--- src/rtl/babbage_pkg.sv ---
// Shared types and default constants for the babbage engine arbiter and its helpers.
package babbage_pkg;

    typedef enum logic [1:0] {
        IDLE  = 2'd0,
        ISSUE = 2'd1,
        WAIT  = 2'd2,
        RESP  = 2'd3
    } state_t;

    localparam int DEF_N   = 4;
    localparam int DEF_R   = 4;
    localparam int DEF_TMO = 64;

    // Watchdog counter width for the default timeout.
    localparam int WDOG_W  = $clog2(DEF_TMO);

endpackage

--- src/rtl/rr_pick.sv ---
// Combinational round-robin selector: first set bit of i_pend at or after i_ptr, wrapping.
module rr_pick #(
    parameter int R = 4
) (
    input  logic [R-1:0]         i_pend,
    input  logic [$clog2(R)-1:0] i_ptr,
    output logic [$clog2(R)-1:0] o_gnt,
    output logic                 o_found
);

    localparam int IW = $clog2(R);

    logic [IW:0] w_sum;

    always_comb begin
        o_gnt   = '0;
        o_found = 1'b0;
        w_sum   = '0;
        for (int k = 0; k < R; k++) begin
            w_sum = {1'b0, i_ptr} + (IW+1)'(k);
            if (w_sum >= (IW+1)'(R)) begin
                w_sum = w_sum - (IW+1)'(R);
            end
            if (!o_found && i_pend[w_sum[IW-1:0]]) begin
                o_found = 1'b1;
                o_gnt   = w_sum[IW-1:0];
            end
        end
    end

endmodule

--- src/rtl/babbage_arbiter.sv ---
// Round-robin scheduler sharing one babbage_engine between R requesters, with a watchdog.
// Optional one-entry result cache enabled by defining BABBAGE_ARB_CACHE_EN.
module babbage_arbiter
    import babbage_pkg::*;
#(
    parameter int N   = DEF_N,
    parameter int R   = DEF_R,
    parameter int TMO = DEF_TMO
) (
    input  logic                 clk,
    input  logic                 reset_n,
    input  logic [R-1:0]         req,
    input  logic [R*N-1:0]       req_i,
    output logic [R-1:0]         pend,
    output logic                 resp_valid,
    output logic [$clog2(R)-1:0] resp_id,
    output logic [2**N-1:0]      resp_fn,
    output logic                 resp_err,
    output logic                 eng_start,
    output logic [N-1:0]         eng_i,
    input  logic                 eng_ready,
    input  logic                 eng_done_tick,
    input  logic [2**N-1:0]      eng_fn
);

    localparam int FW = 2**N;
    localparam int IW = $clog2(R);
    localparam int WW = $clog2(TMO);

    state_t          r_state;
    state_t          w_next;
    logic [R-1:0]    r_pend;
    logic [N-1:0]    r_idx [R];
    logic [IW-1:0]   r_ptr;
    logic [IW-1:0]   r_gnt;
    logic [WW-1:0]   r_wdog;
    logic            r_resp_valid;
    logic [IW-1:0]   r_resp_id;
    logic [FW-1:0]   r_resp_fn;
    logic            r_resp_err;
    logic            r_eng_start;
    logic [N-1:0]    r_eng_i;

    logic [IW-1:0]   w_pick;
    logic            w_found;
    logic [R-1:0]    w_free;
    logic [R-1:0]    w_take;
    logic            w_wdog_exp;
    logic            w_hit;
    logic [FW-1:0]   w_hit_fn;

    rr_pick #(.R(R)) u_pick (
        .i_pend  (r_pend),
        .i_ptr   (r_ptr),
        .o_gnt   (w_pick),
        .o_found (w_found)
    );

    // The slot being answered is reusable in the same cycle, so a client can chain jobs.
    assign w_free     = (r_state == RESP) ? (R'(1) << r_gnt) : '0;
    assign w_take     = req & (~r_pend | w_free);
    assign w_wdog_exp = (r_wdog == WW'(TMO - 2));

`ifdef BABBAGE_ARB_CACHE_EN
    logic            r_cache_vld;
    logic [N-1:0]    r_cache_i;
    logic [FW-1:0]   r_cache_fn;

    always_ff @(posedge clk or negedge reset_n) begin
        if (!reset_n) begin
            r_cache_vld <= 1'b0;
            r_cache_i   <= '0;
            r_cache_fn  <= '0;
        end else if (r_state == WAIT && eng_done_tick) begin
            r_cache_vld <= 1'b1;
            r_cache_i   <= r_eng_i;
            r_cache_fn  <= eng_fn;
        end
    end

    assign w_hit    = (r_state == IDLE) && w_found && r_cache_vld && (r_idx[w_pick] == r_cache_i);
    assign w_hit_fn = r_cache_fn;
`else
    assign w_hit    = 1'b0;
    assign w_hit_fn = '0;
`endif

    always_ff @(posedge clk or negedge reset_n) begin
        if (!reset_n) begin
            r_state <= IDLE;
        end else begin
            r_state <= w_next;
        end
    end

    always_comb begin
        w_next = r_state;
        case (r_state)
            IDLE: begin
                if (w_hit) begin
                    w_next = RESP;
                end else if (w_found && eng_ready) begin
                    w_next = ISSUE;
                end
            end
            ISSUE:   w_next = WAIT;
            WAIT: begin
                if (eng_done_tick || w_wdog_exp) begin
                    w_next = RESP;
                end
            end
            RESP:    w_next = IDLE;
            default: w_next = IDLE;
        endcase
    end

    always_ff @(posedge clk or negedge reset_n) begin
        if (!reset_n) begin
            r_pend       <= '0;
            r_ptr        <= '0;
            r_gnt        <= '0;
            r_wdog       <= '0;
            r_resp_valid <= 1'b0;
            r_resp_id    <= '0;
            r_resp_fn    <= '0;
            r_resp_err   <= 1'b0;
            r_eng_start  <= 1'b0;
            r_eng_i      <= '0;
            for (int r = 0; r < R; r++) begin
                r_idx[r] <= '0;
            end
        end else begin
            r_resp_valid <= 1'b0;
            r_eng_start  <= 1'b0;
            r_pend       <= (r_pend & ~w_free) | w_take;
            for (int r = 0; r < R; r++) begin
                if (w_take[r]) begin
                    r_idx[r] <= req_i[r*N +: N];
                end
            end
            case (r_state)
                IDLE: begin
                    if (w_found) begin
                        r_gnt <= w_pick;
                    end
                    if (w_hit) begin
                        r_resp_valid <= 1'b1;
                        r_resp_id    <= w_pick;
                        r_resp_fn    <= w_hit_fn;
                        r_resp_err   <= 1'b0;
                    end else if (w_found && eng_ready) begin
                        r_eng_start <= 1'b1;
                        r_eng_i     <= r_idx[w_pick];
                    end
                end
                ISSUE: r_wdog <= '0;
                WAIT: begin
                    // A real completion wins over a watchdog expiry in the same cycle.
                    if (eng_done_tick) begin
                        r_resp_valid <= 1'b1;
                        r_resp_id    <= r_gnt;
                        r_resp_fn    <= eng_fn;
                        r_resp_err   <= 1'b0;
                    end else if (w_wdog_exp) begin
                        r_resp_valid <= 1'b1;
                        r_resp_id    <= r_gnt;
                        r_resp_fn    <= '0;
                        r_resp_err   <= 1'b1;
                    end else begin
                        r_wdog <= r_wdog + WW'(1);
                    end
                end
                RESP: r_ptr <= (r_gnt == IW'(R - 1)) ? '0 : r_gnt + IW'(1);
                default: ;
            endcase
        end
    end

    assign pend       = r_pend;
    assign resp_valid = r_resp_valid;
    assign resp_id    = r_resp_id;
    assign resp_fn    = r_resp_fn;
    assign resp_err   = r_resp_err;
    assign eng_start  = r_eng_start;
    assign eng_i      = r_eng_i;

endmodule
--- config.mk ---
export PLATFORM = sky130hd
export DESIGN_NAME = babbage_arbiter
export DESIGN_NICKNAME = d
export VERILOG_FILES = /design/src/rtl/babbage_pkg.sv /design/src/rtl/rr_pick.sv /design/src/rtl/babbage_arbiter.sv
export SDC_FILE = /design/constraint.sdc
export NUM_CORES = 1
export LEC_CHECK = 0
export ABC_CLOCK_PERIOD_IN_PS = 2300
export CORE_ASPECT_RATIO = 0.6
export CORE_MARGIN = 2
export CORE_UTILIZATION = 34
export DETAILED_ROUTE_END_ITERATION = 12
export PLACE_DENSITY = 0.66
export SLEW_MARGIN = 20
export SYNTH_ARGS = -nofsm -noshare
export SYNTH_HDL_FRONTEND = slang
export SYNTH_SLANG_ARGS = --single-unit
--- constraint.sdc ---
create_clock -name clk -period 2.3 [get_ports clk]
set_input_delay 0.69 -clock clk [delete_from_list [all_inputs] [get_ports clk]]
set_output_delay 0.69 -clock clk [all_outputs]
set_load 0.1 [all_outputs]
Yosys cells after proc, flatten, opt, wreduce, memory -nomap -nowiden. Index checks and enable logic that the tools add are counted.

Output and inout port bits: 29. Flip-flop bits (word level): 57. Bits of input ports: 40.

Bitwise gates (word level): 7. Eq/ne operators: 9. Magnitude comparators: 9. Add/sub/neg operators: 9. Shift operators: 1. Muxes and demuxes: 42. Reductions and logical operators: 16.

Operators by type and width (number): 16-bit 2-to-1 mux (2); 2-bit 2-to-1 mux (13); 1-bit 2-to-1 mux (15); 3-bit >= comparator (second input constant) (4); 2-bit by 3-bit less-than comparator with 1-bit output (second input constant) (4); 4-bit 2-to-1 mux (3); 6-bit 2-to-1 mux (2); 6-bit one-hot mux with 2 select lines (1); 4-bit bitwise AND (2); 1-bit binary-select mux with 2-bit select (4); 4-bit binary-select mux with 2-bit select (1); 2-bit != test (second input constant) (4); 4-bit NOT (2); 4-bit OR (2); 2-bit one-hot mux with 4 select lines (1); 2-bit AND reduction (4); 2-bit by 1-bit subtractor with 2-bit output (second input constant) (4); 2-bit by 2-bit adder with 3-bit output (second input constant) (2); 6-bit by 1-bit adder with 6-bit output (second input constant) (1); 2-bit equality test (second input constant) (3); 6-bit equality test (second input constant) (1); 1-bit logical AND (4); 2-bit nonzero test (2); 1-bit by 2-bit left shift with 4-bit output (first input constant) (1); 9 further kinds (11).

Depth between registers and ports, before layout. Gate-level depths: netlist (run 1).

Depth after elaboration: 18. Depth in mapped cells: 7. Depth with buffers taken out: 7.

Hierarchy. Synthesis (run 1) repeated with hierarchy kept, for this count alone.

Cell total of the unflattened synthesis: 245. Area, all modules: 2944.1 um^2.

Modules (own cells, without submodules): babbage_arbiter (area each 2866.5 um^2, instances 1, cells each 230); rr_pick (area each 77.6 um^2, instances 1, cells each 15).

Least setup slack after synthesis (run 1). Ideal clock, no wire load.

Path type: register to register. Start: reg r_pend[0] (netlist: pend[0]). End: reg r_eng_i[2] (netlist: eng_i[2]). Data arrival time: 2.183 ns. Library setup time: 0.124 ns. Path buffers: 0. Slack: -0.007 ns. Stages on the path, launching flop included: 6. Path through: dfrtp_1 > or3b_1 > o221ai_4 > mux2i_1 > nor3_2 > a211o_1.

Cells in the longest elaborated chain, start to end: 16. Elaborated cells between the ends (all ways): 28. Classes of those cells: 19 x mux; 1 x bitwise; 8 x reduce/logical.

RTL lines: start, declared (line babbage_arbiter.sv:32) `logic [R-1:0] r_pend;`; start signal, assigned (line babbage_arbiter.sv:135) `r_pend <= (r_pend & ~w_free) | w_take;`; 1-bit binary-select mux with 2-bit select (line rr_pick.sv:24) `if (!o_found && i_pend[w_sum[IW-1:0]]) begin`; 1-bit 2-to-1 mux (not written as such) (line rr_pick.sv:24); 1-bit 2-to-1 mux (line rr_pick.sv:24); 1-bit zero test (line rr_pick.sv:24); 1-bit logical AND (line rr_pick.sv:24); 1-bit 2-to-1 mux (line rr_pick.sv:24); 1-bit zero test (line rr_pick.sv:24); 1-bit logical AND (line rr_pick.sv:24); 1-bit 2-to-1 mux (line rr_pick.sv:24); 1-bit zero test (line rr_pick.sv:24); 1-bit logical AND (line rr_pick.sv:24); 2-bit 2-to-1 mux (line rr_pick.sv:24); 2-bit NOT with 3-bit output (not written as such) (line babbage_arbiter.sv:153) `r_eng_i <= r_idx[w_pick];`; 4-bit binary-select mux with 2-bit select (line babbage_arbiter.sv:153); 4-bit 2-to-1 mux (not written as such) (2 in series) (line babbage_arbiter.sv:153); end signal, assigned (line babbage_arbiter.sv:153); end, declared (line babbage_arbiter.sv:42) `logic [N-1:0] r_eng_i;`.

Several ways; a longest one is shown, not always the timed one. The select of a mux whose other input is x is not followed. A chain may end at the register's enable or synchronous reset.

Final worst setup path (run 1).
Start: reg r_ptr[1]. End: reg r_eng_i[1] (netlist: eng_i[1]).

Cells in the longest elaborated chain, start to end: 18. Elaborated cells between the ends (all ways): 43. Classes of those cells: 7 x add/sub; 4 x order compare; 23 x mux; 1 x bitwise; 8 x reduce/logical.

RTL lines: start, declared (line babbage_arbiter.sv:34) `logic [IW-1:0] r_ptr;`; start signal, assigned (line babbage_arbiter.sv:173) `RESP: r_ptr <= (r_gnt == IW'(R - 1)) ? '0 : r_gnt + IW'(1);`; branches (longest 18 deep; another with 2-bit by 1-bit adder with 3-bit output).

Several ways; the timed one is not identified. The select of a mux whose other input is x is not followed.

==> results of run 1 <==
-- cell usage after synthesis, drive strengths merged --
| cell | number |
|---|---|
| ha | 11 |
| mux2i | 8 |
| dfrtp | 57 |
| a31oi | 1 |
| o21ai | 9 |
| buf | 4 |
| or4 | 1 |
| nand2 | 25 |
| a41oi | 1 |
| or3b | 1 |
| xnor2 | 1 |
| o22a | 1 |
| nor2 | 5 |
| a21boi | 2 |
| nand4 | 3 |
| nand3 | 2 |
| a22oi | 1 |
| mux2 | 19 |
| clkbuf | 3 |
| nand2b | 6 |
| o22ai | 3 |
| a22o | 18 |
| a21o | 1 |
| o221ai | 1 |
| nor3 | 8 |
| o31ai | 1 |
| inv | 11 |
| a21oi | 6 |
| and2 | 1 |
| a211o | 4 |
| and3 | 1 |
-- metal layers --
| layer | routed length [um] | track usage |
|---|---|---|
| met2 | 2310 | 0.198 |
| met3 | 273 | 0.0499 |
| met1 | 3050 | 0.221 |
| met4 | 58 | 0.0549 |
| met5 | 0 | 0 |
-- cell families after synthesis --
family          after synthesis
buf+inv                      18
xor+xnor                      1
compound gates               49
mux                          27
fa+ha+maj                    11
simple gates                 53
flops                        57
-- critical path, stage by stage, from the launching register on --
cell      delay, ns
dfrtp_1        0.50
mux2_4         0.35
o221ai_4       0.40
mux2i_1        0.26
nor3_1         0.08
a211o_1        0.28
-- how the worst min path moves through the flow --
stage	cells past startpoint	endpoint	from	slack (ns)
after floorplan	0	eng_i[0]$_DFFE_PN0P_	reset_n	0.39
after global placement	1	eng_i[2]$_DFFE_PN0P_	eng_i[2]$_DFFE_PN0P_	0.48
after detailed placement	1	eng_i[2]$_DFFE_PN0P_	eng_i[2]$_DFFE_PN0P_	0.49
after CTS	2	resp_fn[0]$_DFFE_PN0P_	reset_n	0.38
after global routing	2	r_idx[12]$_DFFE_PN0P_	reset_n	0.39
final	2	r_idx[12]$_DFFE_PN0P_	reset_n	0.37
-- area by class of cell --
type | instances | share of cell area
Clock buffer | 12 | 0.0724
Clock inverter | 4 | 0.0136
Inverter | 11 | 0.0112
Multi-Input combinational cell | 141 | 0.297
Sequential cell | 57 | 0.388
Tap cell | 104 | 0.0353
Timing Repair Buffer | 71 | 0.183
-- sequential cells by signal, indices dropped and copies added, names as in the netlist, 2 cells and up --
name     flops
r_idx       16
r_gnt        2
resp_id      2
r_state      2
r_wdog       6
resp_fn     16
pend         4
r_ptr        2
eng_i        4
-- through the flow --
step | setup WS (ns) | area (um2) | std cells | util
final | 0.311 | 3680 | 400 | 0.503
after global routing | 0.174 | 3680 | 400 | 0.503
after CTS | 0.287 | 3680 | 400 | 0.503
after detailed placement | 0.223 | 3370 | 384 | 0.460
after global placement | 0.240 | 3370 | 384 | 0.460
after floorplan | 0.0643 | 2600 | 216 | -
==> metrics.md, run 1 <==
| Metric | Value |
|---|---|
| CTS tree | `yes` |
| Die Ht | `71.7 um` |
| Crit. End Element | `flop` |
| Post-layout min period | `between 1.5 and 2 ns` |
| Relative slew slack | `0.603` |
| Synth top area share | `0.549` |
| Fmax | `0.503 GHz` |
| RR Startpoint | `r_ptr[1]$_DFFE_PN0P_` |
| Compound-gate portion of the synthesized area | `0.149` |
| Hold Crit Class | `in2async` |
| Worst reg2reg path depth | `5` |
| Clock skew | `0.00712 ns` |
| Post-synthesis xor/xnor area fraction | `0.00337` |
| # setup viols final | `0` |
| Clk sinks | `57` |
| RSZ-0062 raised after global routing | `no` |
| H-tree levels | `3` |
| Total number of yosys warnings | `0` |
| Row cnt | `24` |
| Total iterations of the first detailed-routing run | `4` |
| Clk Latency, worst-skew pair | `between 0.3 and 0.4 ns` |
| Synth area leader | `dfrtp_1` |
| Clock-pin slew of the registers on the worst-case setup and hold paths | `roughly 0.050 ns` |
| Vias post-DR | `between 1,500 and 2,000` |
| Max-slew violation count | `0` |
| Setup slack on the worst flop-to-flop path | `approximately 0.31 ns` |
| # nets final | `between 300 and 400` |
| Drt wl/cell | `roughly 14 um` |
| Setup TNS | `0 ns` |
| Status | `finished, final reports clean` |
| Global placement routability congestion | `0.787` |
| Cells after Synth | `216` |
| GR Util All Layers | `0.148` |
| CP Class | `reg2reg` |
| Crit path max fanout | `8` |
| Initial Utilization | `0.355` |
| Vias in the first global route | `about 1,900` |
| CP arrival | `2.20 ns` |
| Sequential area share after synthesis | `0.549` |
| Routed Antenna Nets | `0` |
| Post-synthesis cell type count | `37` |
| Final Cycle Share | `0.865` |
| Synthesized area per cell | `around 12 um2` |
| Setup Fix Bufs, Post-CTS | `0` |
| Hold_buf cts | `0` |
| Drt drc | `0` |
| IO buf count | `68` |
| Worst setup startpoint | `r_ptr[1]$_DFFE_PN0P_` |
| Worst hold slack | `about 0.37 ns` |
| Post-cts sizing count | `0` |
| I/O pin cnt | `69` |
| Gr ovfl total | `0` |
| Worst EP required | `2.51 ns` |
| Commonest non-fill, non-tap cell in the layout | `dfrtp_1` |
| Placeable Area | `between 0.007 and 0.008 mm2` |
| Fin. Hold Viols | `0` |
| Layout cell share with drive strength beyond 1 | `0.260` |
| Syn_nets | `267` |
| Synth Register Bits | `57` |
| Mux cell area share after synthesis | `0.115` |
| Synth top area cells | `dfrtp_1, mux2_2, a22o_1` |
| Drt total wl | `5.69 mm` |
| Main combinational cell family by area after synthesis | `compound AO/OA/AOI/OAI gates` |
| CP Capture Point | `eng_i[1]$_DFFE_PN0P_` |
| Fill count | `~680` |
| Die X | `about 120 um` |
| CTS Buf Count | `9` |
| Area of the multi-input gates | `roughly 0.0011 mm2` |
| Initial drt markers | `100` |
| Max Root-Sink Buffers | `2` |
| Most frequent cells in the layout | `dfrtp_1, clkdlybuf4s50_1, buf_4` |
| Crit start category | `flop` |
| Seq. cell area | `0.00143 mm2` |
| Simple logic cell fraction of the synthesized area | `0.101` |
| Dpl hpwl | `around 4 mm` |
| Worst reg2reg path endpoint | `eng_i[1]$_DFFE_PN0P_` |
| Clk root buf | `clkbuf_16` |
| Synthesized area | `between 0.002 and 0.003 mm2` |
| Least-Margin Pin Slew | `roughly 0.60 ns` |
| Initial antenna violation count | `0` |
| Die area | `~0.0084 mm2` |
| Max_cap viols | `0` |
| First-pass GRT wire length | `around 9.4 mm` |
| DR vias/cell | `between 4 and 5` |
| Layout Area Growth over Synthesis | `41.7%` |
| Post-synthesis adder-cell area fraction | `0.0529` |
| Largest net degree at the start of global routing | `58` |
| Ant diodes | `0` |
Power of run 1 is not shown: default switching activity piles up to over one toggle a cycle in this logic, so the estimate is an artifact.
==> run 2: changes to the inputs <==
--- a/config.mk
+++ b/config.mk
@@ -8,10 +8,12 @@
 export ABC_CLOCK_PERIOD_IN_PS = 2300
 export CORE_ASPECT_RATIO = 0.6
 export CORE_MARGIN = 2
-export CORE_UTILIZATION = 34
+export CORE_UTILIZATION = 50
+export CTS_CLUSTER_SIZE = 8
 export DETAILED_ROUTE_END_ITERATION = 12
-export PLACE_DENSITY = 0.66
+export PLACE_DENSITY = 0.87
 export SLEW_MARGIN = 20
 export SYNTH_ARGS = -nofsm -noshare
 export SYNTH_HDL_FRONTEND = slang
+export SYNTH_HIERARCHICAL = 1
 export SYNTH_SLANG_ARGS = --single-unit
==> run 2 against run 1 <==
- maximum frequency down 5.8%
- synthesized cell count grew 13%
- flip-flop and latch count unchanged
- die area decreased by 22%
- global-route usage up 8.4 points
- non-clock buffer count increased by 3
- cell count rose by 0.25%
- sequential share of layout area shrank 2.0 points
- clock skew shrank 0.0025 ns
- cell area grew 5.8%
==> metrics.md, run 2 <==
| Metric | Value |
|---|---|
| Status | `finished, final reports clean` |
| Drt drc | `0 (unchanged)` |
| Initial Utilization | `0.524 (+0.169)` |
| Global Route met1 Usage | `0.346 (+0.125)` |
| Post-synthesis xor/xnor area fraction | `0 (-0.00337)` |
| Synthesized area | `0.00294 mm2 (+13%)` |
| Clk sinks | `57 (unchanged)` |
| Clock-pin slew of the registers on the worst-case setup and hold paths | `0.06 ns (about the same)` |
| RSZ-0062 raised after global routing | `no` |
| I/O pin cnt | `69 (unchanged)` |
| Syn_nets | `296 (+11%)` |
| Final worst setup slack | `0.190 ns (-0.121 ns)` |
| Initial antenna violation count | `0 (unchanged)` |
| Layout Area Growth over Synthesis | `32.4%` |
| Die area | `0.00654 mm2 (-22%)` |
| Hold Crit Class | `in2async` |
| Most used routing layer | `met1` |
| Die X | `103 um (-12%)` |
| Sequential area share after synthesis | `0.484 (-0.0641)` |
| Leak | `approximately 0.0017 uW` |
| Drt wl/cell | `17.0 um (+20%)` |
| Crit start category | `flop` |
| Cells after Synth | `245 (+13%)` |
| # setup viols final | `0 (unchanged)` |
| Crit. End Element | `flop` |
| Clk root buf | `clkbuf_8` |
| Post-cts sizing count | `0 (unchanged)` |
| Worst EP required | `2.52 ns (about the same)` |
| Vias post-DR | `2,268 (+21%)` |
| Max Root-Sink Buffers | `2 (unchanged)` |
| Ant diodes | `0 (unchanged)` |
| Relative slew slack | `0.633 (+0.0304)` |
| Max_cap viols | `0 (unchanged)` |
| CTS tree | `yes` |
| Gr ovfl total | `0 (unchanged)` |
| IO buf count | `68 (unchanged)` |
| Fill count | `417 (-38%)` |
| Least-Margin Pin Slew | `0.550 ns (-0.0457 ns)` |
| Met3 GRT Util | `0.0699 (+0.0200)` |
| Final Cycle Share | `0.917 (+0.0528)` |
| CP Class | `reg2reg` |
| Crit path max fanout | `6 (-2)` |
| Post-Place Setup Slack | `0.103 ns (-0.120 ns)` |
| Worst reg2reg path endpoint | `eng_i[2]$_DFFE_PN0P_` |
| Post-synthesis cell type count | `45 (+22%)` |
| Total number of yosys warnings | `6 (+6)` |
| Synth area leader | `dfrtp_1` |
| Met2 usage | `0.325 (+0.126)` |
| Main combinational cell family by area after synthesis | `compound AO/OA/AOI/OAI gates` |
| Die Ht | `63.4 um (-12%)` |
| Hold_buf cts | `0 (unchanged)` |
| Largest net degree at the start of global routing | `58 (unchanged)` |
| Initial drt markers | `209 (+110%)` |
| Synth top area share | `0.484 (-0.0641)` |
| Dpl hpwl | `4.78 mm (+17%)` |
| Worst hold slack | `0.351 ns (-0.0174 ns)` |
| Row cnt | `21 (-13%)` |
| Commonest non-fill, non-tap cell in the layout | `dfrtp_1` |
| # nets final | `367 (+7.3%)` |
| Worst reg2reg path depth | `6 (+1)` |
| Post-Place Cell Area | `0.00365 mm2 (+8.5%)` |
| Fmax | `0.474 GHz (-5.8%)` |
| H-tree levels | `3 (unchanged)` |
| Synth Register Bits | `57 (unchanged)` |
| Setup TNS | `0 ns (unchanged)` |
| Layout cell share with drive strength beyond 1 | `0.324 (+0.0639)` |
| DR vias/cell | `5.66 (+20%)` |
| Vias in the first global route | `2,290 (+22%)` |
| CTS Buf Count | `9 (unchanged)` |
| Placeable Area | `0.00562 mm2 (-23%)` |
| Most common cell in the netlist | `dfrtp_1` |
| Clock skew | `0.00462 ns (-0.00251 ns)` |
| Routed Antenna Nets | `0 (unchanged)` |
| Async SR Flop Fraction | `1.00 (unchanged)` |
| Setup Fix Bufs, Post-CTS | `0 (unchanged)` |
| Synthesized area per cell | `12.0 um2 (-0.17%)` |
| Clk Latency, worst-skew pair | `0.33 ns (about the same)` |
| Compound-gate portion of the synthesized area | `0.169 (+0.0200)` |
| Simple logic cell fraction of the synthesized area | `0.127 (+0.0261)` |
| Final instance area | `0.00390 mm2 (+5.8%)` |
| Max-slew violation count | `0 (unchanged)` |
| Post-layout min period | `2.11 ns (+0.121 ns)` |
| Ys flop type | `dfrtp_1` |
| Drt total wl | `6.82 mm (+20%)` |
| CP arrival | `2.33 ns (+0.13 ns)` |
| GR Util All Layers | `0.233 (+0.0843)` |
| Total iterations of the first detailed-routing run | `4 (unchanged)` |
| Synth cell count leaders | `dfrtp_1, mux2_2, nor2b_1` |
| Post-synthesis adder-cell area fraction | `0.0467 (-0.00619)` |
| RR Startpoint | `pend[1]$_DFF_PN0_` |
| EDFF count, synth | `0 (unchanged)` |
| Synth top area cells | `dfrtp_1, mux2_2, ha_1` |
| Setup slack on the worst flop-to-flop path | `0.19 ns (-0.12 ns)` |
| First-pass GRT wire length | `11.3 mm (+20%)` |
| Mux cell area share after synthesis | `0.126 (+0.0117)` |
| VDD IR-drop max | `about 1300 uV` |
| Global placement routability congestion | `0.842 (+6.9%)` |
| Power Dens Cells | `~1700 mW/mm2` |
| Fin. Hold Viols | `0 (unchanged)` |
| Most frequent cells in the layout | `dfrtp_1, clkdlybuf4s50_1, buf_4` |
==> run 2: cell count changes in the layout (fill, tap and decap cells not counted), moves of 5 or more <==
cell	previous run	this run
nor3_1	7	0
a22o_1	18	0
a311o_2	0	9
and3_1	1	16
mux2i_1	8	0
nand2_1	25	6
mux2_2	18	25
o21ai_0	9	3
clkbuf_8	3	10
nor2b_1	0	21
nand2b_1	6	1
clkbuf_16	9	0
a311o_1	0	7
==> run 2: layer usage <==
layer  part of all wire  wire [um]
met1               0.49       3320
met2               0.43       2930
met3              0.068        464
met4              0.016        109
met5                  0          0
==> run 2: logic make-up (layout without fill, tap and decap cells) <==
group	Yosys count	after routing
DFF	57	57
muxes	29	29
adders and majority gates	11	11
and+or+nand+nor	60	60
AOI/OAI and AO/OA	60	60
buffers and inverters	28	104
==> run 2: area by class of cell <==
cell class                 count  area, um2  share of cell area
timing repair buffer          74        686               0.176
inverter                      14       52.6              0.0135
multi-input combinational    160       1380               0.355
clock inverter                 6        105              0.0270
tap                           80        100              0.0257
clock buffer                  10        138              0.0353
sequential                    57       1430               0.368
==> run 2: power breakdown <==
part	switching, uW	internal (uW)
registers	350	1430
logic	2330	1220
clock network	393	743
==> run 2: stage by stage <==
step	total power, uW	cells	utilization
finish	6470	401	0.693
global route	6800	401	0.693
CTS	6490	401	0.693
detailed placement	5330	385	0.650
global placement	5240	385	0.650
floorplan	4460	245	-
==> run 2: worst max-delay path by stage <==
stage,from,end,depth (start not counted)
global route,pend[1]$_DFF_PN0_,eng_i[2]$_DFFE_PN0P_,6
floorplan,pend[1]$_DFF_PN0_,eng_i[0]$_DFFE_PN0P_,5
CTS,pend[1]$_DFF_PN0_,eng_i[2]$_DFFE_PN0P_,6
global placement,eng_done_tick,r_state[1]$_DFFE_PN0P_,4
finish,pend[1]$_DFF_PN0_,eng_i[2]$_DFFE_PN0P_,6
detailed placement,eng_done_tick,r_state[1]$_DFFE_PN0P_,4
==> run 2: worst max-delay path, stage by stage, from the launching register on <==
cell and delay, ns:
dfrtp_4 0.45, inv_1 0.07, a221o_1 0.36, a21oi_2 0.14
buf_4 0.17, mux4_2 0.54, mux2_2 0.27
Note: power is estimated with default switching activity, not from simulation.
